[config.mk]
export PLATFORM = sky130hd
export DESIGN_NAME = sram_bridge_flat
export DESIGN_NICKNAME = d
export VERILOG_FILES = /design/src/rtl/sram_bridge_pkg.sv /design/src/rtl/sram_bridge_if.sv /design/src/rtl/sram_bridge_strobe_decode.sv /design/src/rtl/sram_bridge.sv /design/src/flat_wrapper.sv
export SDC_FILE = /design/constraint.sdc
export NUM_CORES = 1
export LEC_CHECK = 0
export BUFFER_PORTS_ARGS = -buffer_cell sky130_fd_sc_hd__buf_4
export CAP_MARGIN = 10
export CORE_AREA = 5 5 141 170
export DETAILED_ROUTE_END_ITERATION = 16
export DIE_AREA = 0 0 146 175
export GPL_TIMING_DRIVEN = 0
export PLACE_DENSITY = 0.73
export SLEW_MARGIN = 20
export SYNTH_ARGS = -nofsm -noshare
export SYNTH_HDL_FRONTEND = slang
export SYNTH_SLANG_ARGS = --single-unit
[constraint.sdc]
create_clock -name clk -period 1.9 [get_ports clk]
set_input_delay 0.19 -clock clk [delete_from_list [all_inputs] [get_ports clk]]
set_output_delay 0.19 -clock clk [all_outputs]
set_load 0.02 [all_outputs]
[src/rtl/sram_bridge_pkg.sv]
// Shared types and helpers for the CPU-to-SPI-SRAM bridge: FSM states,
// SPI byte-count encodings and the lane/byte-order conversions.
package sram_bridge_pkg;

  typedef enum logic [2:0] {
    ST_IDLE,
    ST_LAUNCH,
    ST_WAIT,
    ST_DONE,
    ST_GAP,
    ST_RESP
  } state_t;

  localparam logic [1:0] MASK_1B = 2'b00;
  localparam logic [1:0] MASK_2B = 2'b01;
  localparam logic [1:0] MASK_4B = 2'b10;

  function automatic logic [31:0] byte_swap(input logic [31:0] d);
    return {d[7:0], d[15:8], d[23:16], d[31:24]};
  endfunction

  // SPI shifts MSB first, so lane(off) must sit in bits 31:24.
  function automatic logic [31:0] spi_wdata(input logic [31:0] wdata,
                                            input logic [1:0]  off,
                                            input logic [1:0]  mask);
    logic [31:0] msb_first;
    logic [31:0] res;
    msb_first = byte_swap(wdata >> {off, 3'b000});
    case (mask)
      MASK_1B: res = msb_first & 32'hFF00_0000;
      MASK_2B: res = msb_first & 32'hFFFF_0000;
      default: res = msb_first;
    endcase
    return res;
  endfunction

endpackage

[src/rtl/sram_bridge_if.sv]
// CPU request/response and spi_master command/status bundle.
// slave = bridge view, master = CPU plus spi_master view.
interface sram_bridge_if;
  logic        req_valid;
  logic        req_ready;
  logic        req_write;
  logic [23:0] req_addr;
  logic [31:0] req_wdata;
  logic [3:0]  req_wstrb;
  logic        rsp_valid;
  logic [31:0] rsp_rdata;
  logic        rsp_err;
  logic        spi_reset;
  logic [23:0] spi_addr;
  logic [31:0] spi_data_in;
  logic [1:0]  spi_byte_mask;
  logic        spi_write;
  logic [31:0] spi_data_out;
  logic        spi_busy;
  logic        spi_valid;

  modport slave (
    input  req_valid, req_write, req_addr, req_wdata, req_wstrb,
    input  spi_data_out, spi_busy, spi_valid,
    output req_ready, rsp_valid, rsp_rdata, rsp_err,
    output spi_reset, spi_addr, spi_data_in, spi_byte_mask, spi_write
  );

  modport master (
    output req_valid, req_write, req_addr, req_wdata, req_wstrb,
    output spi_data_out, spi_busy, spi_valid,
    input  req_ready, rsp_valid, rsp_rdata, rsp_err,
    input  spi_reset, spi_addr, spi_data_in, spi_byte_mask, spi_write
  );
endinterface

[src/rtl/sram_bridge_strobe_decode.sv]
// Combinational strobe decode: next SPI transaction offset, byte count and lanes consumed.
// Zero latency; no handshake. Irregular strobes (or loop_i) fall back to lowest single byte.
module sram_strobe_decode
  import sram_bridge_pkg::*;
(
  input  logic [3:0] strb_i,
  input  logic       loop_i,
  output logic       direct_o,
  output logic [1:0] offset_o,
  output logic [1:0] mask_o,
  output logic [3:0] consume_o
);

  logic [1:0] lo_off;
  logic [3:0] lo_bit;
  logic [1:0] pat_mask;

  always_comb begin
    lo_off = 2'd0;
    lo_bit = 4'b0000;
    for (int k = 3; k >= 0; k--) begin
      if (strb_i[k]) begin
        lo_off = 2'(k);
        lo_bit = 4'b0001 << k;
      end
    end
  end

  always_comb begin
    direct_o = 1'b1;
    pat_mask = MASK_1B;
    case (strb_i)
      4'b0001, 4'b0010, 4'b0100, 4'b1000: pat_mask = MASK_1B;
      4'b0011, 4'b0110, 4'b1100:          pat_mask = MASK_2B;
      4'b1111:                            pat_mask = MASK_4B;
      default:                            direct_o = 1'b0;
    endcase
  end

  always_comb begin
    offset_o = lo_off;
    if (loop_i || !direct_o) begin
      mask_o    = MASK_1B;
      consume_o = lo_bit;
    end else begin
      mask_o    = pat_mask;
      consume_o = strb_i;
    end
  end

endmodule

[src/rtl/sram_bridge.sv]
// Bridges single CPU word requests onto a start/done spi_master, splitting strobes into SPI bursts.
// One request in flight: req_ready only in IDLE; one-cycle rsp_valid pulse, timeout flagged via rsp_err.
module sram_bridge
  import sram_bridge_pkg::*;
#(
  parameter int TIMEOUT_CYCLES = 255,
  parameter int GAP_CYCLES     = 2
) (
  input  logic         clk,
  input  logic         reset_n,
  sram_bridge_if.slave bus
);

  localparam int TMO_W = ($clog2(TIMEOUT_CYCLES + 1) > 8) ? $clog2(TIMEOUT_CYCLES + 1) : 8;
  localparam logic [TMO_W-1:0] TMO_LAST = TMO_W'(TIMEOUT_CYCLES - 1);
  localparam logic [7:0] GAP_LAST = (GAP_CYCLES > 1) ? 8'(GAP_CYCLES - 1) : 8'd0;

  state_t           state_q;
  logic [21:0]      word_q;
  logic [31:0]      wdata_q;
  logic             write_q;
  logic             loop_q;
  logic             err_q;
  logic [3:0]       rem_q;
  logic [31:0]      rdata_q;
  logic [TMO_W-1:0] tmo_cnt_q;
  logic [7:0]       gap_cnt_q;
  logic             rsp_valid_q;
  logic             rsp_err_q;
  logic [31:0]      rsp_rdata_q;
  logic             spi_reset_q;
  logic [23:0]      spi_addr_q;
  logic [31:0]      spi_data_in_q;
  logic [1:0]       spi_byte_mask_q;
  logic             spi_write_q;

  logic        idle;
  logic        gap_end;
  logic        launch_go;
  logic [3:0]  dec_strb;
  logic        dec_loop;
  logic        dec_direct;
  logic [1:0]  dec_offset;
  logic [1:0]  dec_mask;
  logic [3:0]  dec_consume;
  logic [21:0] cmd_word;
  logic [31:0] cmd_wdata;
  logic        cmd_write;
  logic [31:0] cmd_data_in;

  // In IDLE the command is built straight from the live request so LAUNCH can drive it.
  assign idle        = (state_q == ST_IDLE);
  assign dec_strb    = idle ? (bus.req_write ? bus.req_wstrb : 4'hF) : rem_q;
  assign dec_loop    = idle ? 1'b0 : loop_q;
  assign cmd_word    = idle ? bus.req_addr[23:2] : word_q;
  assign cmd_wdata   = idle ? bus.req_wdata : wdata_q;
  assign cmd_write   = idle ? bus.req_write : write_q;
  assign cmd_data_in = cmd_write ? spi_wdata(cmd_wdata, dec_offset, dec_mask) : 32'h0;
  assign gap_end     = (state_q == ST_GAP) && (gap_cnt_q == GAP_LAST);
  assign launch_go   = (idle && bus.req_valid && !(bus.req_write && (bus.req_wstrb == 4'b0000)))
                    || (gap_end && !err_q && (rem_q != 4'b0000));

  sram_strobe_decode u_decode (
    .strb_i    (dec_strb),
    .loop_i    (dec_loop),
    .direct_o  (dec_direct),
    .offset_o  (dec_offset),
    .mask_o    (dec_mask),
    .consume_o (dec_consume)
  );

  always_ff @(posedge clk or negedge reset_n) begin
    if (!reset_n) begin
      state_q         <= ST_IDLE;
      word_q          <= '0;
      wdata_q         <= '0;
      write_q         <= 1'b0;
      loop_q          <= 1'b0;
      err_q           <= 1'b0;
      rem_q           <= '0;
      rdata_q         <= '0;
      tmo_cnt_q       <= '0;
      gap_cnt_q       <= '0;
      rsp_valid_q     <= 1'b0;
      rsp_err_q       <= 1'b0;
      rsp_rdata_q     <= '0;
      spi_reset_q     <= 1'b1;
      spi_addr_q      <= '0;
      spi_data_in_q   <= '0;
      spi_byte_mask_q <= '0;
      spi_write_q     <= 1'b0;
    end else begin
      case (state_q)
        ST_IDLE: begin
          if (bus.req_valid) begin
            word_q  <= bus.req_addr[23:2];
            wdata_q <= bus.req_wdata;
            write_q <= bus.req_write;
            loop_q  <= !dec_direct;
            err_q   <= 1'b0;
            if (bus.req_write && (bus.req_wstrb == 4'b0000)) begin
              rem_q       <= '0;
              rsp_valid_q <= 1'b1;
              rsp_err_q   <= 1'b0;
              rsp_rdata_q <= '0;
              state_q     <= ST_RESP;
            end
          end
        end
        ST_LAUNCH: begin
          spi_reset_q <= 1'b0;
          state_q     <= ST_WAIT;
        end
        ST_WAIT: begin
          if (bus.spi_valid) begin
            rdata_q     <= bus.spi_data_out;
            spi_reset_q <= 1'b1;
            state_q     <= ST_DONE;
          end else if (tmo_cnt_q == TMO_LAST) begin
            spi_reset_q <= 1'b1;
            err_q       <= 1'b1;
            gap_cnt_q   <= '0;
            state_q     <= ST_GAP;
          end else begin
            tmo_cnt_q <= tmo_cnt_q + 1'b1;
          end
        end
        ST_DONE: begin
          gap_cnt_q <= '0;
          state_q   <= ST_GAP;
        end
        ST_GAP: begin
          if (!gap_end) begin
            gap_cnt_q <= gap_cnt_q + 1'b1;
          end else if (err_q || (rem_q == 4'b0000)) begin
            rsp_valid_q <= 1'b1;
            rsp_err_q   <= err_q;
            rsp_rdata_q <= (err_q || write_q) ? 32'h0 : byte_swap(rdata_q);
            state_q     <= ST_RESP;
          end
        end
        ST_RESP: begin
          rsp_valid_q <= 1'b0;
          rsp_err_q   <= 1'b0;
          rsp_rdata_q <= '0;
          err_q       <= 1'b0;
          state_q     <= ST_IDLE;
        end
        default: state_q <= ST_IDLE;
      endcase

      if (launch_go) begin
        spi_addr_q      <= {cmd_word, dec_offset};
        spi_byte_mask_q <= dec_mask;
        spi_write_q     <= cmd_write;
        spi_data_in_q   <= cmd_data_in;
        rem_q           <= dec_strb & ~dec_consume;
        tmo_cnt_q       <= '0;
        state_q         <= ST_LAUNCH;
      end
    end
  end

  assign bus.req_ready     = idle & reset_n;
  assign bus.rsp_valid     = rsp_valid_q;
  assign bus.rsp_err       = rsp_err_q;
  assign bus.rsp_rdata     = rsp_rdata_q;
  assign bus.spi_reset     = spi_reset_q;
  assign bus.spi_addr      = spi_addr_q;
  assign bus.spi_data_in   = spi_data_in_q;
  assign bus.spi_byte_mask = spi_byte_mask_q;
  assign bus.spi_write     = spi_write_q;

endmodule

[src/flat_wrapper.sv]
// flat-port wrapper written by rule: the top's interface ports become plain ports
module sram_bridge_flat import sram_bridge_pkg::*;
#(
  parameter int TIMEOUT_CYCLES = 255,
  parameter int GAP_CYCLES     = 2
)
  (clk, reset_n, bus_req_valid, bus_req_write, bus_req_addr, bus_req_wdata, bus_req_wstrb, bus_spi_data_out, bus_spi_busy, bus_spi_valid, bus_req_ready, bus_rsp_valid, bus_rsp_rdata, bus_rsp_err, bus_spi_reset, bus_spi_addr, bus_spi_data_in, bus_spi_byte_mask, bus_spi_write);
  sram_bridge_if bus_i ();
  input  logic clk;
  input  logic reset_n;
  input wire logic [$bits(bus_i.req_valid)-1:0] bus_req_valid;
  input wire logic [$bits(bus_i.req_write)-1:0] bus_req_write;
  input wire logic [$bits(bus_i.req_addr)-1:0] bus_req_addr;
  input wire logic [$bits(bus_i.req_wdata)-1:0] bus_req_wdata;
  input wire logic [$bits(bus_i.req_wstrb)-1:0] bus_req_wstrb;
  input wire logic [$bits(bus_i.spi_data_out)-1:0] bus_spi_data_out;
  input wire logic [$bits(bus_i.spi_busy)-1:0] bus_spi_busy;
  input wire logic [$bits(bus_i.spi_valid)-1:0] bus_spi_valid;
  output wire logic [$bits(bus_i.req_ready)-1:0] bus_req_ready;
  output wire logic [$bits(bus_i.rsp_valid)-1:0] bus_rsp_valid;
  output wire logic [$bits(bus_i.rsp_rdata)-1:0] bus_rsp_rdata;
  output wire logic [$bits(bus_i.rsp_err)-1:0] bus_rsp_err;
  output wire logic [$bits(bus_i.spi_reset)-1:0] bus_spi_reset;
  output wire logic [$bits(bus_i.spi_addr)-1:0] bus_spi_addr;
  output wire logic [$bits(bus_i.spi_data_in)-1:0] bus_spi_data_in;
  output wire logic [$bits(bus_i.spi_byte_mask)-1:0] bus_spi_byte_mask;
  output wire logic [$bits(bus_i.spi_write)-1:0] bus_spi_write;
  assign bus_i.req_valid = bus_req_valid;
  assign bus_i.req_write = bus_req_write;
  assign bus_i.req_addr = bus_req_addr;
  assign bus_i.req_wdata = bus_req_wdata;
  assign bus_i.req_wstrb = bus_req_wstrb;
  assign bus_i.spi_data_out = bus_spi_data_out;
  assign bus_i.spi_busy = bus_spi_busy;
  assign bus_i.spi_valid = bus_spi_valid;
  assign bus_req_ready = bus_i.req_ready;
  assign bus_rsp_valid = bus_i.rsp_valid;
  assign bus_rsp_rdata = bus_i.rsp_rdata;
  assign bus_rsp_err = bus_i.rsp_err;
  assign bus_spi_reset = bus_i.spi_reset;
  assign bus_spi_addr = bus_i.spi_addr;
  assign bus_spi_data_in = bus_i.spi_data_in;
  assign bus_spi_byte_mask = bus_i.spi_byte_mask;
  assign bus_spi_write = bus_i.spi_write;
  sram_bridge #(.TIMEOUT_CYCLES(TIMEOUT_CYCLES), .GAP_CYCLES(GAP_CYCLES)) u_core (.clk(clk), .reset_n(reset_n), .bus(bus_i));
endmodule
======== After elaboration in Yosys (flattened, before gate mapping) ========
Index checks and enable logic that the tools add are counted.
Widths: inputs -> output; s select.
storage, ports and cells
  bits in read-only memories .............. 0
  output and inout bits ................... 95
  bits in writable memories ............... 0
  latch bits .............................. 0
  logic and storage cells ................. 154
  memories kept ........................... 0
  flip-flop bits (word level) ............. 206
operators by class
  $lt $le $gt $ge ......................... 0
  equal/unequal tests ..................... 31
  multipliers ............................. 0
  bitwise operators ....................... 3
  reductions and logical operators ........ 37
  muxes and demuxes ....................... 62
  div/mod/pow operators ................... 0
  add/subtract/negate cells ............... 2
  shifts and indexed selects .............. 1
operator list
  cell                 number
  $mux 32              7
  $pmux 32 s3          1
  $mux 8               7
  $pmux 24 s2          1
  $mux 4               11
  $shr 32x5->32        1
  $pmux 8 s3           1
  $mux 22              1
  $mux 3               7
  $add 8x1->8 const B  2
  $mux 1               15
  $pmux 3 s5           1
  $eq 4x4->1 const B   3
  $mux 2               5
  $ne 2x2->1 const B   5
  $reduce_and 5->1     2
  $reduce_bool 2->1    5
  $pmux 1 s3           3
  $reduce_bool 3->1    3
  $eq 4x2->1 const B   2
  $eq 4x3->1 const B   2
  $eq 8x1->1 const B   1
  $eq 8x8->1 const B   1
  $logic_not 4->1      2
  26 further kinds     47

======== Logic depth before layout (Yosys ltp) ========
Gate-level depths: netlist (run 1).
  depth in word-level cells ............... 11
  depth in mapped cells ................... 10
  mapped depth without buffers ............ 8

======== Modules after synthesis ========
Synthesis (run 1) repeated with hierarchy kept, for this count alone.
unflattened totals
  cell total of the unflattened synthesis .. 925
  area, all modules ....................... 9825.7 um^2
modules (own cells, without submodules)
  module              instances  sequential area each (um^2)  area each (um^2)  cells each
  sram_bridge         1          5156.2                       9628.0            897
  sram_strobe_decode  1          0.0                          197.7             28

======== Worst setup path after synthesis (run 1) ========
OpenSTA, ideal clock, no wires.
  path kind ............................... reg-to-reg
  start ................................... register u_core.gap_cnt_q[1]
  end ..................................... register u_core.spi_data_in_q[16] (netlist: u_core.bus.spi_data_in[16])
  arrival ................................. 2053 ps
  path slack .............................. -228 ps
  path buffers ............................ 0
  cell stages (with the launch flop) ...... 9
  required time ........................... 1825 ps
  period minus slack after synthesis ...... 2128 ps
  cell sequence ........................... dfrtp_1 inv_1 ha_1 or4b_4 nor4_4 a21boi_4 nor2_8 o211ai_4 o21ai_2
on the way
  longest elaborated chain between the ends .. 5
ends and longest elaborated chain
  what                             RTL line            text
  start: declaration               sram_bridge.sv:27   logic [7:0] gap_cnt_q;
  start signal: assignment         sram_bridge.sv:134  gap_cnt_q <= gap_cnt_q + 1'b1;
  $eq 8x1->1                       sram_bridge.sv:59   assign gap_end = (state_q == ST_GAP) && (gap_cnt_q == GAP_LAST);
  $logic_and 1x1->1                sram_bridge.sv:59
  $logic_and 1x1->1 (2 in series)  sram_bridge.sv:61   || (gap_end && !err_q && (rem_q != 4'b0000));
  $logic_or 1x1->1                 sram_bridge.sv:61
  end signal: assignment           sram_bridge.sv:156  spi_data_in_q <= cmd_data_in;
  end: declaration                 sram_bridge.sv:33   logic [31:0] spi_data_in_q;
Every way passes these cells.
A chain may end at the register's enable or synchronous reset.

======== Worst setup path in the final report (run 1) ========
  start ................................... register u_core.state_q[2]
  end ..................................... register u_core.rem_q[2]
on the way
  longest elaborated chain between the ends .. 11
  elaborated cells between the ends (all ways) .. 33
ends and longest elaborated chain
  what                                      RTL line                              text
  start: declaration                        sram_bridge.sv:18                     state_t state_q;
  start signal: assignment                  sram_bridge.sv:74                     state_q <= ST_IDLE;
  start signal: assignment                  sram_bridge.sv:106                    state_q <= ST_RESP;
  start signal: assignment                  sram_bridge.sv:112                    state_q <= ST_WAIT;
  $logic_not 3->1                           sram_bridge.sv:52, sram_bridge.sv:93
  $mux 4                                    sram_bridge.sv:53                     assign dec_strb = idle ? (bus.req_write ? bus.req_wstrb : 4'hF) : rem_q;
  $eq 4x4->1, or another cell as far along  sram_bridge_strobe_decode.sv:32       case (strb_i)
  $reduce_or 8->1 (no line)                 --
  $mux 1                                    sram_bridge_strobe_decode.sv:32
  $logic_not 1->1                           sram_bridge_strobe_decode.sv:42       if (loop_i || !direct_o) begin
  $logic_or 1x1->1                          sram_bridge_strobe_decode.sv:42
  $mux 4                                    sram_bridge_strobe_decode.sv:42
  $not 4->4                                 sram_bridge.sv:157                    rem_q <= dec_strb & ~dec_consume;
  $and 4x4->4                               sram_bridge.sv:157
  $mux 4                                    sram_bridge.sv:152                    if (launch_go) begin
  end signal: assignment                    sram_bridge.sv:157
  end: declaration                          sram_bridge.sv:24                     logic [3:0] rem_q;
Parallel ways exist; a longest one is shown, timed or not.

==> metrics.md, run 1 <==
| Metric | Value |
|---|---|
| Vias in the first global route | 9375 |
| Port bufs | 187 |
| CP Cell Sequence | or3_1 -> buf_6 -> a21oi_2 -> a211oi_1 -> o221ai_2 -> a21oi_2 -> a32o_1 |
| Clock buffer depth | 3 |
| Gp weighted congestion | 0.928 |
| Finished Core Util | 64.9% |
| Hold WC Path Type | primary input to async pin |
| Clk slew on worst S/H paths | 60 ps |
| Most common cell in the netlist | nand2_1 |
| Crit-path max FO | 5 |
| Commonest cells in the netlist | 321 x nand2_1, 204 x dfrtp_1, 77 x mux2i_1 |
| WL per Instance | 19.3 um |
| Final Hold Fails | 63 |
| Max incr delay on CP | around 450 ps |
| Critical setup path kind | register to register |
| Fillers | around 1700 |
| Crit end category | register |
| Failing checks | hold timing, setup timing |
| Width of the die | about 150 um |
| Max_cap viols | 0 |
| H-tree levels | 1 |
| Drt total wl | 31900 um |
| RSZ-0062 raised after global routing | true |
| Peak Freq | roughly 0.45 GHz |
| Area leader, netlist | dfrtp_1 |
| Drt pass-1 iters | 5 |
| Ranking of synthesized cells by area | dfrtp_1 52%, nand2_1 12%, mux2i_1 7.9% |
| Cell variety after synth | 61 |
| CTS Buf Count | 22 |
| Clk_skew | 13.5 ps |
| Setup TNS | -24980 ps |
| Slowest-stage cell, CP | dfrtp_2 |
| Core box area | 22100 um2 |
| Final setup viols | 115 |
| Largest net degree at the start of global routing | between 90 and 100 |
| Fin crit share | 116% |
| Via count | 8943 |
| Netlist Area Pre-Place | between 9000 and 10000 um2 |
| Ports | 193 |
| Clk sinks | 205 |
| Worst vdd ir | 1.11 mV |
| Outcome | finished with violations |
| Hold_buf cts | 91 |
| Clock period minus worst slack | between 2000 and 2500 ps |
| Post-synthesis to final-layout area growth | 46.6% |
| GRT overflow | 0 |
| TritonCTS clock tree | done |
| Most used cell, CP | a21oi_2 |
| Register area share after synthesis | about 52% |
| Die height | 175 um |
| Leakage | 7.07 nW |
| CTS root buffer | clkbuf_16 |
| HPWL after DPL | 20100 um |
| Vias per inst | 5.43 |
| Syn avg cell area | 9.69 um2 |
| Remaining DRCs | 0 |
| Nets | 1455 |
| Synth Register Bits | 205 |
| Post-synth top area share | 52.0% |
| Worst EP arrival | ~2600 ps |
| PD cells | around 1700 nW/um2 |
| Hold_ws | -143 ps |
| Critical path required time | ~2300 ps |
| Share of cells above drive strength 1 | 32.7% |
| Ant diodes | 0 |
| Worst slew pin tran | 634 ps |
| Post-synthesis instance total | around 1000 |
| First-pass GRT wire length | slightly above 50000 um |
| Starting DRT DRC Count | 552 |
| Row count | 60 |
| Final std cells w/o fill | between 1500 and 2000 |
| Mapped Nets | 1114 |
| EDFF count, synth | 0 |
| Starting Density | 44.3% |
| Synth async-reset ratio | 100% |
| Fin. max-slew vios | 0 |
| Setup WS post-layout | -299 ps |
| Yosys warning count | 0 |
| Total GRT Usage | 24.2% |
| Clock Latency Late Sink | 510 ps |
| Worst slew margin relative to its limit | 57.3% |
| Placed cells | 1480 |
| Most used flip-flop cell after synthesis | dfrtp_1 |
| ANT nets after route | 0 |
| Die area | 25600 um2 |
| Initial antenna violation count | 2 |
| Crit start category | register |
-- path summary, 6_finish.rpt --
| check | from | endpoint | slack, ps | depth (start not counted) |
|---|---|---|---|---|
| max | u_core.state_q[2]$_DFFE_PN0P_ | u_core.rem_q[2]$_DFFE_PN0P_ | -300 | 7 |
| min | reset_n | u_core.bus.rsp_rdata[18]$_DFFE_PN0P_ | -140 | 4 |
| max reg2reg | u_core.state_q[2]$_DFFE_PN0P_ | u_core.rem_q[2]$_DFFE_PN0P_ | -300 | 7 |
| min reg2reg | u_core.word_q[3]$_DFFE_PN0P_ | u_core.word_q[3]$_DFFE_PN0P_ | 480 | 2 |
| max in group asynchronous | reset_n | u_core.wdata_q[30]$_DFFE_PN0P_ | 1110 | 6 |
| min in group clk | bus_spi_valid | u_core.state_q[2]$_DFFE_PN0P_ | 80 | 4 |
-- cells by family (layout without fill, tap and decap cells) --
logic type	Yosys count	count (layout)	synth area share (%)
mux	119	119	12.7
xor+xnor	8	8	0.714
simple gates	426	426	18.5
flops	205	205	52.3
buf+inv	72	428	3.28
compound gates	178	178	12.0
fa+ha+maj	4	4	0.510
-- through the flow --
step / hold WS [ps] / instance area [um2] / setup slack (ps) / power, W
floorplan: -106 / 9940 / -148 / 0.0139
global placement: 393 / 11700 / -1010 / 0.0172
detailed placement: 104 / 11800 / -701 / 0.0175
CTS: -128 / 14200 / -353 / 0.0241
global route: -110 / 14400 / -438 / 0.0262
finish: -143 / 14400 / -299 / 0.0248
-- report_power, final --
part           total, W  switching (W)  internal [W]
registers       0.00745        0.00130       0.00615
clock network   0.00479        0.00178       0.00302
logic            0.0125        0.00688       0.00565
-- registers in the layout, summed over array words and instances, names as in the netlist, 2 cells and up --
name and flops:
u_core.bus.rsp_rdata 32, u_core.bus.spi_addr 24, u_core.bus.spi_byte_mask 2, u_core.bus.spi_data_in 32, u_core.gap_cnt_q 8, u_core.rdata_q 32, u_core.rem_q 3, u_core.state_q 3
u_core.tmo_cnt_q 8, u_core.wdata_q 32, u_core.word_q 22
-- cells in the final DEF (no fill, tap or decap), types with 11 or more instances in the layout --
master         netlist  final
o21ai_0             68     34
nor2_1              49     49
dlygate4sd3_1        0     87
clkbuf_2             0     11
buf_6                1     17
nand2_2              1     13
mux2_2              40     40
a31oi_1             25     25
clkbuf_16            0     26
a22o_1              18     18
mux2i_1             77     76
buf_4                4    222
a21oi_1             14     12
o21ai_2             18     28
dfrtp_1            204    202
inv_1               11     11
o21ai_1              3     25
nand2_1            321    301
-- layer usage --
metal | part of all wire [%] | global-route usage, % | vias up | routed length (um)
li1 | - | - | 4136 | -
met1 | 38 | 29.0 | 4371 | 12200
met2 | 51 | 42.6 | 347 | 16200
met3 | 6.5 | 4.93 | 85 | 2080
met4 | 4.1 | 10.2 | 4 | 1300
met5 | 0.072 | 0 | - | 23
-- critical path, delay by kind of cell (launching register included) --
family / cells / cell delay, ps
AOI/OAI and AO/OA: 5 / 1060
buffers and inverters: 1 / 160
DFF: 1 / 450
and+or+nand+nor: 1 / 410
-- cell type report --
class                   count  area (um2)  share of cell area (%)
plain buffers              58         532                    3.70
clock buffers              32         679                    4.72
clock inverters             7         138                   0.957
inverters                  11        41.3                   0.287
multi-input cells         735        4660                    32.4
flip-flops and latches    205        5130                    35.7
well taps                 279         349                    2.43
repair buffers            320        2850                    19.8
-- what timing repair did --
action | CTS | global route
buffers inserted | 20 | 12
resized for setup | 103 | 43
endpoints found under the hold margin | 216 | 63
cloned | 8 | 0
setup endpoints to repair | 199 | 187
pin swaps | 21 | 10
Power figures use the tool's default switching activity.
==> run 2: changes to the inputs <==
CORE_AREA = 5 5 149 180   (was 5 5 141 170)
DIE_AREA = 0 0 154 185   (was 0 0 146 175)
PLACE_DENSITY = 0.67   (was 0.73)
==> metrics.md, run 2 (same netlist as run 1, synthesis figures left out) <==
| Metric | Value |
|---|---|
| Final Hold Fails | 60 (-4.8%) |
| Clk sinks | 205 (unchanged) |
| Via count | 9098 (+1.7%) |
| PD cells | 1710 nW/um2 (-0.90%) |
| TritonCTS clock tree | done |
| Total GRT Usage | 21.3% (-2.9 points) |
| Leakage | 7.18 nW (+1.6%) |
| Setup TNS | -20800 ps (+4180 ps) |
| CTS root buffer | clkbuf_16 |
| Remaining DRCs | 0 (unchanged) |
| Clock Latency Late Sink | 540 ps (+30 ps) |
| Die height | 185 um (+5.7%) |
| Final instance area | 14900 um2 (+3.5%) |
| H-tree levels | 1 (unchanged) |
| Drt total wl | 32700 um (+2.6%) |
| Fin crit share | 116% (+0.62 points) |
| Crit end category | register |
| Dpl ws | -725 ps (-24.8 ps) |
| Vias in the first global route | 9156 (-2.3%) |
| Critical path required time | 2300 ps (+20 ps) |
| Max incr delay on CP | 500 ps (+50 ps) |
| Die area | 28500 um2 (+12%) |
| Setup WS post-layout | -311 ps (-11.9 ps) |
| Clk_skew | 23.4 ps (+9.92 ps) |
| Port bufs | 187 (unchanged) |
| Fin. max-slew vios | 0 (unchanged) |
| Outcome | finished with violations |
| Hold WC Path Type | primary input to async pin |
| Crit start category | register |
| Most used cell, CP | clkbuf_16 |
| WL per Instance | 19.2 um (-0.75%) |
| Ports | 193 (unchanged) |
| Commonest non-fill, non-tap cells in the layout | 293 x nand2_1, 214 x buf_4, 202 x dfrtp_1 |
| Largest net degree at the start of global routing | 95 (-4.0%) |
| Clock period minus worst slack | 2210 ps (+11.9 ps) |
| Slowest-stage cell, CP | or4b_4 |
| Worst slew margin relative to its limit | 67.8% (+11 points) |
| Hold_buf cts | 91 (unchanged) |
| Final setup viols | 111 (-3.5%) |
| Vias per inst | 5.35 (-1.6%) |
| Failing checks | hold timing, setup timing |
| Initial antenna violation count | 0 (-2) |
| Worst slew pin tran | 482 ps (-151 ps) |
| Peak Freq | 0.452 GHz (-0.54%) |
| Clock buffer depth | 3 (unchanged) |
| Starting DRT DRC Count | 542 (-1.8%) |
| Core box area | 25000 um2 (+13%) |
| Starting Density | 39.3% (-5.0 points) |
| Row count | 64 (+6.7%) |
| Crit-path max FO | 9 (+4) |
| Critical setup path kind | register to register |
| Post-synthesis to final-layout area growth | 51.7% |
| Area after DPL | 11800 um2 (+0.54%) |
| RSZ-0062 raised after global routing | true |
| GRT overflow | 0 (unchanged) |
| ANT nets after route | 0 (unchanged) |
| HPWL after DPL | 20500 um (+1.7%) |
| Width of the die | 154 um (+5.5%) |
| Commonest non-fill, non-tap cell in the layout | nand2_1 |
| Max_cap viols | 0 (unchanged) |
| Worst vdd ir | 0.840 mV (-24%) |
| Nets | 1458 (+0.21%) |
| Hold_ws | -148 ps (-5.12 ps) |
| CTS Buf Count | 23 (+4.5%) |
| Drt pass-1 iters | 5 (unchanged) |
| Share of cells above drive strength 1 | 36.2% (+3.4 points) |
| Clk slew on worst S/H paths | 60 ps (about the same) |
| Ant diodes | 0 (unchanged) |
| CP Cell Sequence | inv_1 -> ha_1 -> or4b_4 -> a211oi_2 -> o21a_1 -> nand2_2 -> clkbuf_16 -> clkbuf_16 -> nand2_1 -> o21ai_2 |
| First-pass GRT wire length | 49400 um (-2.4%) |
| Gp weighted congestion | 0.910 (-2.0%) |
| Worst EP arrival | 2610 ps (+30 ps) |
## run 2: cell count changes in the layout (fill, tap and decap cells not counted), moves of 6 or more
cell     before  now
o21ai_2      28   34
a31oi_4       0   11
a31oi_1      25   13
buf_4       222  214
nand2_1     301  293
## run 2: cell type report
| class | count | area, um2 |
|---|---|---|
| clock inverters | 12 | 143 |
| fillers | 2025 | 10100 |
| well taps | 330 | 413 |
| multi-input cells | 736 | 4990 |
| plain buffers | 55 | 539 |
| inverters | 11 | 41.3 |
| repair buffers | 324 | 2990 |
| flip-flops and latches | 205 | 5130 |
| clock buffers | 29 | 628 |
## run 2: worst paths after layout
path | depth (start not counted) | to | startpoint | slack (ps)
setup / recovery | 10 | u_core.bus.rsp_rdata[16]$_DFFE_PN0P_ | u_core.gap_cnt_q[1]$_DFFE_PN0P_ | -310
hold / removal | 4 | u_core.rdata_q[10]$_DFFE_PN0P_ | reset_n | -150
setup reg to reg | 10 | u_core.bus.rsp_rdata[16]$_DFFE_PN0P_ | u_core.gap_cnt_q[1]$_DFFE_PN0P_ | -310
hold reg to reg | 2 | u_core.word_q[7]$_DFFE_PN0P_ | u_core.word_q[7]$_DFFE_PN0P_ | 480
max in group asynchronous | 6 | u_core.bus.rsp_rdata[20]$_DFFE_PN0P_ | reset_n | 1100
min in group clk | 4 | u_core.state_q[2]$_DFFE_PN0P_ | bus_spi_valid | 80
## run 2: metrics by stage
step                      util, %  hold slack (ps)  cells  power (W)
after floorplan                 -             -106   1012     0.0139
after global placement       47.0              395   1529     0.0173
final                        59.6             -148   1702     0.0254
after detailed placement     47.3              127   1531     0.0175
after CTS                    57.1             -134   1694     0.0238
after global routing         59.6             -119   1702     0.0268
## run 2: repair_timing
item / CTS / global route
buffers inserted: 26 / 9
gates cloned: 7 / 5
gates resized for setup: 113 / 104
endpoints found under the hold margin: 217 / 60
pin swaps: 34 / 15
setup endpoints to repair: 199 / 196
## run 2: metal layers
layer  track usage (%)  vias to the layer above  wire (um)
met5                 0                        -          0
met1              25.7                     4449      12600
met3              3.74                       96       2070
li1                  -                     4157          -
met2              37.5                      396      16600
met4              9.29                        0       1460
## run 2: where the power goes
group          switching [W]  internal [W]
Sequential           0.00133       0.00615
Clock                0.00191       0.00264
Combinational        0.00730       0.00607
Total                 0.0105        0.0149
## run 2: worst max-delay path, delay by kind of cell (launching register included)
kind | cells | cell delay, ps
fa+ha+maj | 1 | 120
compound gates | 3 | 440
simple gates | 3 | 720
buf+inv | 3 | 430
flops | 1 | 370
==> run 3: changes to the inputs <==
CORE_AREA = 5 5 157 189   (was 5 5 149 180)
DIE_AREA = 0 0 162 194   (was 0 0 154 185)
PLACE_DENSITY = 0.62   (was 0.67)
SYNTH_HIERARCHICAL = 1   (was not set)
==> metrics.md, run 3 <==
| Metric | Value |
|---|---|
| Outcome | finished with violations |
| Failing checks | setup timing |
| Core box area | 27700 um2 (+11%) |
| Largest net degree at the start of global routing | 88 (-7.4%) |
| Drt total wl | 32000 um (-2.2%) |
| CTS root buffer | clkbuf_16 |
| Final std cells w/o fill | 1674 (-1.6%) |
| FF-to-FF Start | u_core/state_q[1]$_DFFE_PN0P_ |
| EDFF count, synth | 0 (unchanged) |
| CP Cell Sequence | buf_6 -> or3_4 -> buf_12 -> buf_12 -> o21ai_4 -> a21oi_4 -> nor2_4 -> clkbuf_8 -> mux4_2 -> mux2i_1 -> o2bb2ai_1 |
| Post-synth top area share | 52.2% (+0.17 points) |
| Die height | 194 um (+4.9%) |
| Critical setup path kind | register to register |
| Drt pass-1 iters | 5 (unchanged) |
| Yosys warning count | 6 (+6) |
| Final Hold Fails | 0 (-100%) |
| Hold WC Path Type | primary input to register |
| CTS Buf Count | 23 (unchanged) |
| Area leader, netlist | dfrtp_1 |
| Die area | 31400 um2 (+10%) |
| Netlist Area Pre-Place | 9830 um2 (+0.17%) |
| HPWL after DPL | 20400 um (about the same) |
| Placed cells | 1461 (-4.6%) |
| Cell variety after synth | 73 (+20%) |
| GRT overflow | 0 (unchanged) |
| Crit start category | register |
| Share of cells above drive strength 1 | 41.9% (+5.8 points) |
| Commonest non-fill, non-tap cell in the layout | buf_4 |
| Max incr delay on CP | 390 ps (-110 ps) |
| Clk_skew | 16.0 ps (-7.49 ps) |
| Initial antenna violation count | 0 (unchanged) |
| WL per Instance | 19.1 um (-0.51%) |
| Starting Density | 35.5% (-3.7 points) |
| Register area share after synthesis | 52.5% (+0.17 points) |
| Worst EP arrival | 3020 ps (+410 ps) |
| Clock period minus worst slack | 2650 ps (+438 ps) |
| Worst slew pin tran | 864 ps (+381 ps) |
| Fin. max-slew vios | 0 (unchanged) |
| Syn avg cell area | 10.6 um2 (+9.6%) |
| Crit path launch | u_core/state_q[1]$_DFFE_PN0P_ |
| Peak Freq | 0.378 GHz (-17%) |
| Vias per inst | 5.16 (-3.4%) |
| Commonest non-fill, non-tap cells in the layout | 238 x buf_4, 203 x dfrtp_1, 189 x nand2_1 |
| Most common cell in the netlist | nand2_1 |
| Ranking of synthesized cells by area | dfrtp_1 52%, nand2_1 8.5%, mux2i_1 7.7% |
| Critical path required time | 2270 ps (-30 ps) |
| FF-to-FF setup slack | -750 ps (-440 ps) |
| Crit-path max FO | 6 (-3) |
| Mapped Nets | 1027 (-7.8%) |
| Most used cell, CP | buf_12 |
| Leakage | 7.30 nW (+1.7%) |
| Most used flip-flop cell after synthesis | dfrtp_1 |
| ANT nets after route | 0 (unchanged) |
| PD cells | 1770 nW/um2 (+3.9%) |
| Starting DRT DRC Count | 498 (-8.1%) |
| Remaining DRCs | 0 (unchanged) |
| Nets | 1415 (-2.9%) |
| Slowest-stage cell, CP | dfrtp_1 |
| Clock Latency Late Sink | 520 ps (-20 ps) |
| Width of the die | 162 um (+5.2%) |
| Crit end category | register |
| Synth Register Bits | 206 (+0.49%) |
| Synth async-reset ratio | 100% (unchanged) |
| First-pass GRT wire length | 49800 um (+0.85%) |
| Row count | 67 (+4.7%) |
| Clk slew on worst S/H paths | 60 ps (about the same) |
| Worst slew margin relative to its limit | 41.8% (-26 points) |
| RSZ-0062 raised after global routing | true |
| Worst-case reg-to-reg path depth | 11 (+1) |
| Worst Setup EP | u_core/bus.spi_data_in[30]$_DFFE_PN0P_ |
| Fin crit share | 139% (+23 points) |
| H-tree levels | 1 (unchanged) |
| Ports | 193 (unchanged) |
| Vias in the first global route | 9031 (-1.4%) |
| Gp weighted congestion | 0.843 (-7.3%) |
| Total GRT Usage | 19.5% (-1.8 points) |
| TritonCTS clock tree | done |
| Reg2reg end | u_core/bus.spi_data_in[30]$_DFFE_PN0P_ |
| Hold_ws | 36.6 ps (+185 ps) |
| Setup WS post-layout | -749 ps (-438 ps) |
| Final setup viols | 163 (+47%) |
| Port bufs | 189 (+1.1%) |
| Ant diodes | 0 (unchanged) |
| Max_cap viols | 0 (unchanged) |
| Post-synthesis instance total | 925 (-8.6%) |
| Via count | 8643 (-5.0%) |
| Post-synthesis to final-layout area growth | 56.4% |
| Commonest cells in the netlist | 222 x nand2_1, 205 x dfrtp_1, 76 x mux2i_1 |
| Worst vdd ir | 0.962 mV (+15%) |
| Clk sinks | 206 (+0.49%) |
| Clock buffer depth | 3 (unchanged) |
==> run 3: critical path, delay by kind of cell, from the launching register on <==
family,cells,cell delay (ps)
AO/OA/AOI/OAI,3,360
buffers and inverters,4,610
flip-flops,1,390
multiplexers,2,550
AND/OR/NAND/NOR,2,600
==> run 3: per-layer routing <==
| layer | vias up | track usage [%] | wire, um |
|---|---|---|---|
| met4 | 0 | 6.58 | 1110 |
| li1 | 4006 | - | - |
| met1 | 4259 | 24.7 | 12800 |
| met2 | 303 | 33.4 | 15900 |
| met5 | - | 0 | 0 |
| met3 | 75 | 3.78 | 2110 |
==> run 3: power by group <==
part           leakage (nW)  switching [W]  internal (W)
logic                  4.26        0.00763       0.00785
registers              2.67        0.00121       0.00612
clock network         0.375        0.00183       0.00263
total                  7.30         0.0107        0.0166
==> run 3: stage by stage <==
step,total power (W),setup WS (ps),util [%],setup TNS [ps],area (um2)
floorplan,0.0151,-716,-,-28780,10200
finish,0.0273,-749,55.6,-50440,15400
detailed placement,0.0187,-1410,43.8,-126010,12100
global placement,0.0185,-1370,43.6,-321150,12100
CTS,0.0257,-718,53.4,-47850,14800
global route,0.0289,-862,55.6,-66150,15400
==> run 3: cell type report <==
class	count	area, um2
fill	2293	12300
tap	345	432
clock buffer	32	679
inverter	51	204
multi-input combinational	609	4780
buffer	52	707
timing repair buffer	370	3330
sequential	206	5160
clock inverter	9	78.8
==> run 3: worst min-delay path by stage <==
stage | start | endpoint | cells after the start
after floorplan | reset_n | u_core/bus.rsp_err$_DFFE_PN0P_ | 0
after global placement | bus_req_addr[23] | u_core/word_q[21]$_DFFE_PN0P_ | 3
after detailed placement | reset_n | u_core/word_q[14]$_DFFE_PN0P_ | 1
after CTS | bus_spi_valid | u_core/err_q$_DFFE_PN0P_ | 4
after global routing | bus_spi_valid | u_core/err_q$_DFFE_PN0P_ | 4
final | bus_spi_valid | u_core/err_q$_DFFE_PN0P_ | 4
==> run 3: kinds of logic after synthesis <==
group                    Yosys count  synth area share (%)
AND/OR/NAND/NOR                  330                  15.1
flip-flops                       206                  52.5
AO/OA/AOI/OAI                    138                  9.97
multiplexers                     133                  16.8
buffers and inverters            110                  4.79
XOR/XNOR                           4                 0.357
adder cells (fa/ha/maj)            4                 0.509
==> run 3: timing repair <==
item | in CTS | in global routing
buffers inserted | 52 | 23
setup endpoints to repair | 204 | 200
hold buffers | 88 | 0
resized for setup | 135 | 94
gates cloned | 6 | 10
pin swaps | 23 | 18
endpoints found under the hold margin | 160 | 0
